$ cat config.mk
export PLATFORM = sky130hd
export DESIGN_NAME = muldiv_sequencer
export DESIGN_NICKNAME = d
export VERILOG_FILES = /design/src/rtl/muldiv_pkg.sv /design/src/rtl/muldiv_step.sv /design/src/rtl/muldiv_sequencer.sv
export SDC_FILE = /design/constraint.sdc
export NUM_CORES = 1
export LEC_CHECK = 0
export BUFFER_PORTS_ARGS = -buffer_cell sky130_fd_sc_hd__buf_4
export CAP_MARGIN = 25
export CELL_PAD_IN_SITES_DETAIL_PLACEMENT = 2
export CELL_PAD_IN_SITES_GLOBAL_PLACEMENT = 2
export CORE_UTILIZATION = 25
export DETAILED_ROUTE_END_ITERATION = 10
export MAX_ROUTING_LAYER = met4
export PLACE_DENSITY = 0.58
export SETUP_SLACK_MARGIN = 0.15
export SYNTH_ARGS = -nofsm -noshare
export SYNTH_HDL_FRONTEND = slang
export SYNTH_SLANG_ARGS = --single-unit
$ cat constraint.sdc
create_clock -name clk -period 6.4 [get_ports clk]
set_input_delay 0.64 -clock clk [delete_from_list [all_inputs] [get_ports clk]]
set_output_delay 0.64 -clock clk [all_outputs]
set_load 0.02 [all_outputs]
$ cat src/rtl/muldiv_pkg.sv
// Shared types for the RV32M multiply/divide sequencer: op encoding (funct3),
// FSM states and a small op-class helper.
package muldiv_pkg;

    typedef enum logic [2:0] {
        MUL    = 3'b000,
        MULH   = 3'b001,
        MULHSU = 3'b010,
        MULHU  = 3'b011,
        DIV    = 3'b100,
        DIVU   = 3'b101,
        REM    = 3'b110,
        REMU   = 3'b111
    } muldiv_op_e;

    typedef enum logic [1:0] {
        IDLE,
        CALC,
        FIX,
        DONE
    } muldiv_state_e;

    function automatic logic is_div(input muldiv_op_e op);
        logic [2:0] v;
        v = op;
        return v[2];
    endfunction

endpackage

$ cat src/rtl/muldiv_step.sv
// One combinational iteration: shift-add multiply step ({hi,lo} shifts right)
// or restoring divide step ({rem,quo} shifts left, one quotient bit per call).
module muldiv_step #(
    parameter int XLEN = 32
) (
    input  logic [2*XLEN-1:0] acc,
    input  logic [XLEN-1:0]   operand,
    input  logic              is_div,
    output logic [2*XLEN-1:0] acc_next
);

    logic [XLEN:0] add_sum;
    logic [XLEN:0] trial;

    always_comb begin
        add_sum  = {1'b0, acc[2*XLEN-1:XLEN]} + (acc[0] ? {1'b0, operand} : '0);
        // Shifted partial remainder is XLEN+1 bits; a set top bit of the
        // difference means it was smaller than the divisor.
        trial    = acc[2*XLEN-1:XLEN-1] - {1'b0, operand};
        acc_next = {add_sum, acc[XLEN-1:1]};
        if (is_div) begin
            if (!trial[XLEN]) begin
                acc_next = {trial[XLEN-1:0], acc[XLEN-2:0], 1'b1};
            end else begin
                acc_next = {acc[2*XLEN-2:0], 1'b0};
            end
        end
    end

endmodule

$ cat src/rtl/muldiv_sequencer.sv
// Iterative RV32M multiply/divide unit; MULDIV_FAST_MUL_EN selects a single-cycle multiplier for MUL* ops.
// Latency: XLEN+2 cycles from accepted start to done (2 cycles for MUL* when MULDIV_FAST_MUL_EN is defined).
// Backpressure: start is ignored while busy (including the done cycle) and is never queued.
module muldiv_sequencer
    import muldiv_pkg::*;
#(
    parameter int XLEN = 32
) (
    input  logic            clk,
    input  logic            rst,
    input  logic            start,
    input  logic [2:0]      op,
    input  logic [XLEN-1:0] dataA,
    input  logic [XLEN-1:0] dataB,
    input  logic            flush,
    output logic            busy,
    output logic            done,
    output logic [XLEN-1:0] result
);

    localparam int CW = $clog2(XLEN);

    muldiv_state_e state, state_nxt;
    muldiv_op_e    op_q, op_in;

    logic [2*XLEN-1:0] acc, acc_step, mul_src, prod;
    logic [XLEN-1:0]   b_mag, a_raw, a_mag_in, b_mag_in, quo, rem, fix_val;
    logic [CW-1:0]     cnt;
    logic              sign_a, sign_b, a_neg_in, b_neg_in, a_signed, b_signed;
    logic              accept, neg_q, b_zero;

    always_comb begin
        op_in    = muldiv_op_e'(op);
        a_signed = (op_in == MULH) || (op_in == MULHSU) || (op_in == DIV) || (op_in == REM);
        b_signed = (op_in == MULH) || (op_in == DIV) || (op_in == REM);
        a_neg_in = a_signed & dataA[XLEN-1];
        b_neg_in = b_signed & dataB[XLEN-1];
        a_mag_in = a_neg_in ? -dataA : dataA;
        b_mag_in = b_neg_in ? -dataB : dataB;
        accept   = (state == IDLE) && start && !flush;
    end

    always_ff @(posedge clk) begin
        if (rst) begin
            state <= IDLE;
        end else begin
            state <= state_nxt;
        end
    end

    always_comb begin
        state_nxt = state;
        busy      = 1'b1;
        done      = 1'b0;
        case (state)
            IDLE: begin
                busy = 1'b0;
                if (accept) begin
`ifdef MULDIV_FAST_MUL_EN
                    state_nxt = is_div(op_in) ? CALC : FIX;
`else
                    state_nxt = CALC;
`endif
                end
            end
            CALC: begin
                if (flush) begin
                    state_nxt = IDLE;
                end else if (cnt == CW'(XLEN - 1)) begin
                    state_nxt = FIX;
                end
            end
            FIX: begin
                state_nxt = flush ? IDLE : DONE;
            end
            DONE: begin
                done      = 1'b1;
                state_nxt = IDLE;
            end
            default: state_nxt = IDLE;
        endcase
    end

    muldiv_step #(.XLEN(XLEN)) u_step (
        .acc      (acc),
        .operand  (b_mag),
        .is_div   (is_div(op_q)),
        .acc_next (acc_step)
    );

    // Magnitude results are sign-corrected here; the signed overflow case
    // (most negative / -1) falls out naturally as 0x80.. with remainder 0.
    always_comb begin
`ifdef MULDIV_FAST_MUL_EN
        mul_src = {{XLEN{1'b0}}, acc[XLEN-1:0]} * {{XLEN{1'b0}}, b_mag};
`else
        mul_src = acc;
`endif
        neg_q  = sign_a ^ sign_b;
        prod   = neg_q ? -mul_src : mul_src;
        quo    = neg_q ? -acc[XLEN-1:0] : acc[XLEN-1:0];
        rem    = sign_a ? -acc[2*XLEN-1:XLEN] : acc[2*XLEN-1:XLEN];
        b_zero = (b_mag == '0);
        case (op_q)
            MUL:                fix_val = prod[XLEN-1:0];
            MULH, MULHSU, MULHU: fix_val = prod[2*XLEN-1:XLEN];
            DIV, DIVU:          fix_val = b_zero ? '1 : quo;
            default:            fix_val = b_zero ? a_raw : rem;
        endcase
    end

    always_ff @(posedge clk) begin
        if (rst) begin
            acc    <= '0;
            cnt    <= '0;
            op_q   <= MUL;
            b_mag  <= '0;
            a_raw  <= '0;
            sign_a <= 1'b0;
            sign_b <= 1'b0;
            result <= '0;
        end else begin
            case (state)
                IDLE: begin
                    if (accept) begin
                        op_q   <= op_in;
                        a_raw  <= dataA;
                        b_mag  <= b_mag_in;
                        sign_a <= a_neg_in;
                        sign_b <= b_neg_in;
                        acc    <= {{XLEN{1'b0}}, a_mag_in};
                        cnt    <= '0;
                    end
                end
                CALC: begin
                    acc <= acc_step;
                    cnt <= flush ? '0 : cnt + CW'(1);
                end
                FIX: begin
                    if (!flush) begin
                        result <= fix_val;
                    end
                end
                default: ;
            endcase
        end
    end

endmodule
Word level (Yosys, flattened, before mapping)
Cells that the tools add are included.

word-level totals
  output and inout port bits = 34
  logic and storage cells = 77
  register bits after elaboration = 172

operators by class
  multiplexer cells = 23
  reductions and logical operators = 18
  eq/ne operators = 15
  bitwise logic cells = 4
  $add $sub $neg = 8

operators by type and width
  cell                                                                    count
  64-bit two-way mux                                                      4
  32-bit two-way mux                                                      7
  32-bit negator                                                          4
  64-bit case mux with 2 select lines                                     1
  32-bit case mux with 3 select lines                                     1
  64-bit negator                                                          1
  32-bit by 33-bit adder with 33-bit output                               1
  33-bit by 32-bit subtractor with 33-bit output                          1
  32-bit zero test                                                        1
  3-bit equality test (second input constant)                             4
  5-bit two-way mux                                                       2
  5-bit case mux with 2 select lines                                      1
  3-bit by 2-bit equality test with 1-bit output (second input constant)  3
  2-bit two-way mux                                                       4
  2-bit case mux with 4 select lines                                      1
  2-bit AND reduction                                                     4
  3-bit by 1-bit equality test with 1-bit output (second input constant)  2
  5-bit by 1-bit adder with 5-bit output (second input constant)          1
  5-bit equality test (second input constant)                             1
  1-bit logical OR                                                        5
  2-bit equality test (second input constant)                             2
  3-bit zero test                                                         1
  3-bit inequality test (second input constant)                           1
  3-bit OR reduction                                                      1
  11 further kinds                                                        14

Logic depth before layout (Yosys ltp)
  depth after elaboration = 8
  mapped depth = 14
  mapped depth without buffers = 14

Cells and area by module
Synthesis repeated with hierarchy kept, for this count alone.

second synthesis, totals
  cells, all modules = 2076
  area, all modules = 15075.7 µm²

modules (own cells, without submodules)
  module            times used  cells an instance  area each (µm²)  sequential area each (µm²)
  muldiv_sequencer  1           1413               10485.1          3443.3
  muldiv_step       1           663                4590.7           0.0

Least setup slack after synthesis
No wires, ideal clock.

  kind = reg-to-reg
  start = register acc[32]
  end = register acc[57]
  stages on the path, launching flop included = 14
  buffers on the path = 2
  data arrival time = 3.211 ns
  library setup time = 0.122 ns
  slack = 3.068 ns
  path through = dfxtp_1 -> clkbuf_1 -> inv_1 -> fa_1 -> nand2b_1 -> a21o_1 -> a21o_1 -> a2111o_1 -> nand2_1 -> xor2_1 -> clkbuf_1 -> mux2i_1 -> nor2_1 -> a221o_1

on the way
  cells in the longest elaborated chain, start to end = 4
  elaborated cells on any way between the ends = 5
  those cells by class = add/sub: 2; mux: 3

RTL lines
  what                                            line                     source
  start, declared                                 muldiv_sequencer.sv:26   logic [2*XLEN-1:0] acc, acc_step, mul_src, prod;
  start signal, assigned                          muldiv_sequencer.sv:131  acc <= {{XLEN{1'b0}}, a_mag_in};
  start signal, assigned                          muldiv_sequencer.sv:136  acc <= acc_step;
  33-bit by 32-bit subtractor with 33-bit output  muldiv_step.sv:19        trial = acc[2*XLEN-1:XLEN-1] - {1'b0, operand};
  64-bit two-way mux                              muldiv_step.sv:22        if (!trial[XLEN]) begin
  64-bit two-way mux *                            muldiv_step.sv:21        if (is_div) begin
  64-bit case mux with 2 select lines *           muldiv_sequencer.sv:123  case (state)

Every way passes the cells marked *; elsewhere a longest branch is shown, timed or not.
A chain may end at the register's enable or synchronous reset.

Worst setup path in the final report
  start = register acc[0]
  end = register acc[58]

on the way
  cells in the longest elaborated chain, start to end = 4

RTL lines
  what                                       line                     source
  32-bit two-way mux                         muldiv_step.sv:16        add_sum = {1'b0, acc[2*XLEN-1:XLEN]} + (acc[0] ? {1'b0, operand} : '0);
  32-bit by 33-bit adder with 33-bit output  muldiv_step.sv:16
  64-bit two-way mux                         muldiv_step.sv:21
  64-bit case mux with 2 select lines        muldiv_sequencer.sv:123

No other way between the ends.

==> results.sh <==
export IMPL_wl_per_cell_um=24.0
export IMPL_hold_start="dataA[16]"
export IMPL_ctsHoldBuffers=0
export IMPL_synth_edf_count=0
export IMPL_ys_warnings_count=0
export IMPL_dp_hpwl_mm=52.3
export IMPL_start_util_pct=25.5
export IMPL_globalRouteMet2Util_pct=34.5
export IMPL_synth_ff_type="dfxtp_1"
export IMPL_hold_path_depth=3
export IMPL_drtIter0Drc=823
export IMPL_end_kind="register"
export IMPL_cts_buffer_depth=2
export IMPL_r2r_start="acc[0]"
export IMPL_grt_met1_usage_pct=33.5
export IMPL_gr_usage_all_layers_pct=23.3
export IMPL_antenna_found_initial=0
export IMPL_cts_sinks=172
export IMPL_die_y_um=245
export IMPL_cts_tree="built"
export IMPL_hp_class="primary input to register"
export IMPL_setup_tns_ns=0
export IMPL_num_rows=88
export IMPL_vias_per_cell=5.43
export IMPL_netlist_instances=2045
export IMPL_path_max_fanout=23
export IMPL_max_stage_delay_ns=0.73
export IMPL_routed_wl_mm=67.8
export IMPL_critPathLaunchType="register"
export IMPL_path_cells="inv_1 -> nor2_1 -> ha_1 -> a21o_1 -> a31oi_1 -> a2111oi_0 -> o211ai_1 -> a21oi_1 -> o21ai_0 -> o21ai_0 -> xnor2_1 -> a311o_1 -> a31oi_1"
export IMPL_dp_cells=2791
export IMPL_power_density_nw_per_um2=189
export IMPL_busiest_layer="met2"
export IMPL_outcome="complete, no violations"
export IMPL_hold_viol=0
export IMPL_grt_first_pass_wirelength_mm=103
export IMPL_grt_setup_unrepaired="no"
export IMPL_arrival_ns=4.85
export IMPL_ios=105
export IMPL_cts_inserted_buffers=17
export IMPL_grt_max_degree=96
export IMPL_rrSetupSlack_ns=1.97
export IMPL_synth_top_area_share_pct=23.3
export IMPL_vias=15300
export IMPL_holdPathEnd="a_raw[16]"
export IMPL_cts_resized=0
export IMPL_path_clk_slew_ns=0.08
export IMPL_grt_util_met3_pct=2.16
export IMPL_grt_pass1_vias=16000
export IMPL_min_period_over_period_pct=69.1
export IMPL_drc=0
export IMPL_tightestPinTransition_ns=1.03
export IMPL_yosysSeqAreaShare_pct=23.3
export IMPL_synth_area_per_cell_um2=7.23
export IMPL_synth_area_um2=14800
export IMPL_r2r_cells=13
export IMPL_ys_async_sr_fraction_pct=0
export IMPL_total_power_mw=3.17
export IMPL_fill_cells=6765
export IMPL_grt_overflow_total=0
export IMPL_crit_family="compound AO/OA/AOI/OAI gates"
export IMPL_core_um2=58000
export IMPL_n_antenna_cell=0
export IMPL_dieArea_um2=60100
export IMPL_worstSetupPathType="register to register"
export IMPL_r2r_end="acc[58]"
export IMPL_yosysTopAreaCell="dfxtp_1"
export IMPL_p_leak_nw=6.38
export IMPL_ir_drop_mv=0.219
export IMPL_cp_required_ns=6.83
export IMPL_drive_above_1_share_pct=9.62
export IMPL_postLayoutSetupSlackWorst_ns=1.97
export IMPL_postCtsSetupBuffers=0
export IMPL_fmaxAchievable_mhz=226
export IMPL_ys_ff_latch=172
export IMPL_port_buffer_count=104
export IMPL_area_delta_synth_final_pct=13.8
export IMPL_design_area_um2=16800
export IMPL_synth_fp_nets=2188
export IMPL_critPathBufInv=1
export IMPL_instances_no_fill=2824
export IMPL_cts_root_buf="clkbuf_16"
export IMPL_slew_violations=0
export IMPL_maxCapViolations=0
export IMPL_skew_ns=0.0174
export IMPL_die_x_um=245
export IMPL_num_nets_final=2189
export IMPL_cp_slowest_cell="inv_1"
export IMPL_htree_levels=4
export IMPL_slew_headroom_pct=31.7
export IMPL_place_congestion=0.888
export IMPL_drtAntennaViolNets=0
export IMPL_yosysUniqueCellTypes=72
export IMPL_synthTopCellsByArea="dfxtp_1, a21oi_1, xnor2_1"
export IMPL_dpl_cell_area_um2=16200
export IMPL_dr_pass1_iters=5
export IMPL_post_place_ws_ns=1.97
export IMPL_clkLatencyLatePin_ns=0.50
export IMPL_period_minus_slack_ns=4.43
export IMPL_setup_viol=0
==> per-stage QoR <==
stage          hold slack, ns  utilization [%]
2_1_floorplan           0.436                -
3_3_place_gp            0.445             28.0
3_5_place_dp            0.452             28.0
4_1_cts                 0.379             29.0
5_1_grt                 0.399             29.0
6_report                0.415             29.0
==> tightest hold or removal path: cells and delay by family <==
kind | cells | cell delay [ns]
buffers and inverters | 1 | 0.12
AND/OR/NAND/NOR | 1 | 0.06
AO/OA/AOI/OAI | 1 | 0.05
==> synth_stat cells (all sizes together) (3+ instances only) <==
cell and n:
nor2b 19, nand3b 7, a31oi 17, inv 63, nand2 215, or4 17
a21oi 226, o2111ai 5, o31ai 22, o221ai 9, xor2 90, nor3b 10
buf 11, nand4b 3, nor4 29, xnor2 106, a221oi 21, nor3 52
a211o 4, or2 5, a21o 32, a211oi 99, o211ai 17, a2111oi 6
o21bai 3, o22ai 4, o41ai 11, or3 25, clkbuf 148, a311oi 8
a22oi 18, or4b 3, and3 7, dfxtp 172, nand4 12, o21a 8
nand3 25, o21ai 115, mux2i 59, and2 9, nand2b 18, ha 70
nor2 225
==> flip-flops by register name, indices dropped and copies added, names as in the netlist <==
| register | cells |
|---|---|
| cnt | 5 |
| acc | 64 |
| a_raw | 32 |
| state | 2 |
| b_mag | 32 |
| op_q | 3 |
| sign_b | 1 |
| result | 32 |
| sign_a | 1 |
==> metal layers <==
metal  routed length, um  up-vias
met5                   0        -
met4                1060        0
met3                1860       54
met2               29600      229
met1               35300     7709
li1                    -     7353
==> placed cells by master, fill, tap and decap left out, drive strengths merged, types with 8 or more instances in the layout <==
cell type and instances:
and2 9, o21a 8, buf 141, nor3 52, a22oi 18, or4 17, nor3b 10, nand2b 18
dfxtp 172, a21oi 226, a311oi 8, clkbuf 21, nor4 29, mux2i 59, nor2 225, nand4 12
nand3 25, xnor2 106, inv 67, a221oi 21, o211ai 17, o21ai 115, o221ai 9, ha 70
o41ai 11, a211oi 99, xor2 90, a21o 32, nor2b 19, o31ai 22, or3 25, nand2 215
a31oi 17
==> layout make-up <==
| type | count | area [um^2] | area share, % |
|---|---|---|---|
| multi-input cells | 1651 | 10500 | 62.6 |
| flip-flops and latches | 172 | 3450 | 20.5 |
| repair buffers | 141 | 1080 | 6.41 |
| well taps | 765 | 957 | 5.69 |
| clock buffers | 21 | 460 | 2.74 |
| inverters | 63 | 236 | 1.41 |
| clock inverters | 11 | 109 | 0.647 |
==> kinds of logic (layout without fill, tap and decap cells) <==
group           Yosys count  count (layout)  synth area share, %
simple gates            684             684                 21.6
mux                      59              59                 3.99
xor+xnor                196             196                 11.6
compound gates          640             640                 27.5
buf+inv                 222             236                 5.81
fa+ha+maj                72              72                 6.20
flops                   172             172                 23.3
==> where the power goes <==
part / internal (mW) / switching [mW] / leakage [nW]
clock network: 0.561 / 0.526 / 0.279
logic: 0.321 / 0.560 / 4.70
registers: 1.12 / 0.0876 / 1.40
total: 2.00 / 1.17 / 6.38
==> worst max-delay path by stage <==
stage               endpoint  startpoint  cells past startpoint
global route         acc[58]      acc[0]                     13
detailed placement   acc[58]      acc[0]                     13
CTS                  acc[58]      acc[0]                     12
finish               acc[58]      acc[0]                     13
floorplan            acc[57]     acc[32]                     13
global placement     acc[58]      acc[0]                     13
No activity file was read; power rests on OpenSTA's default activity.
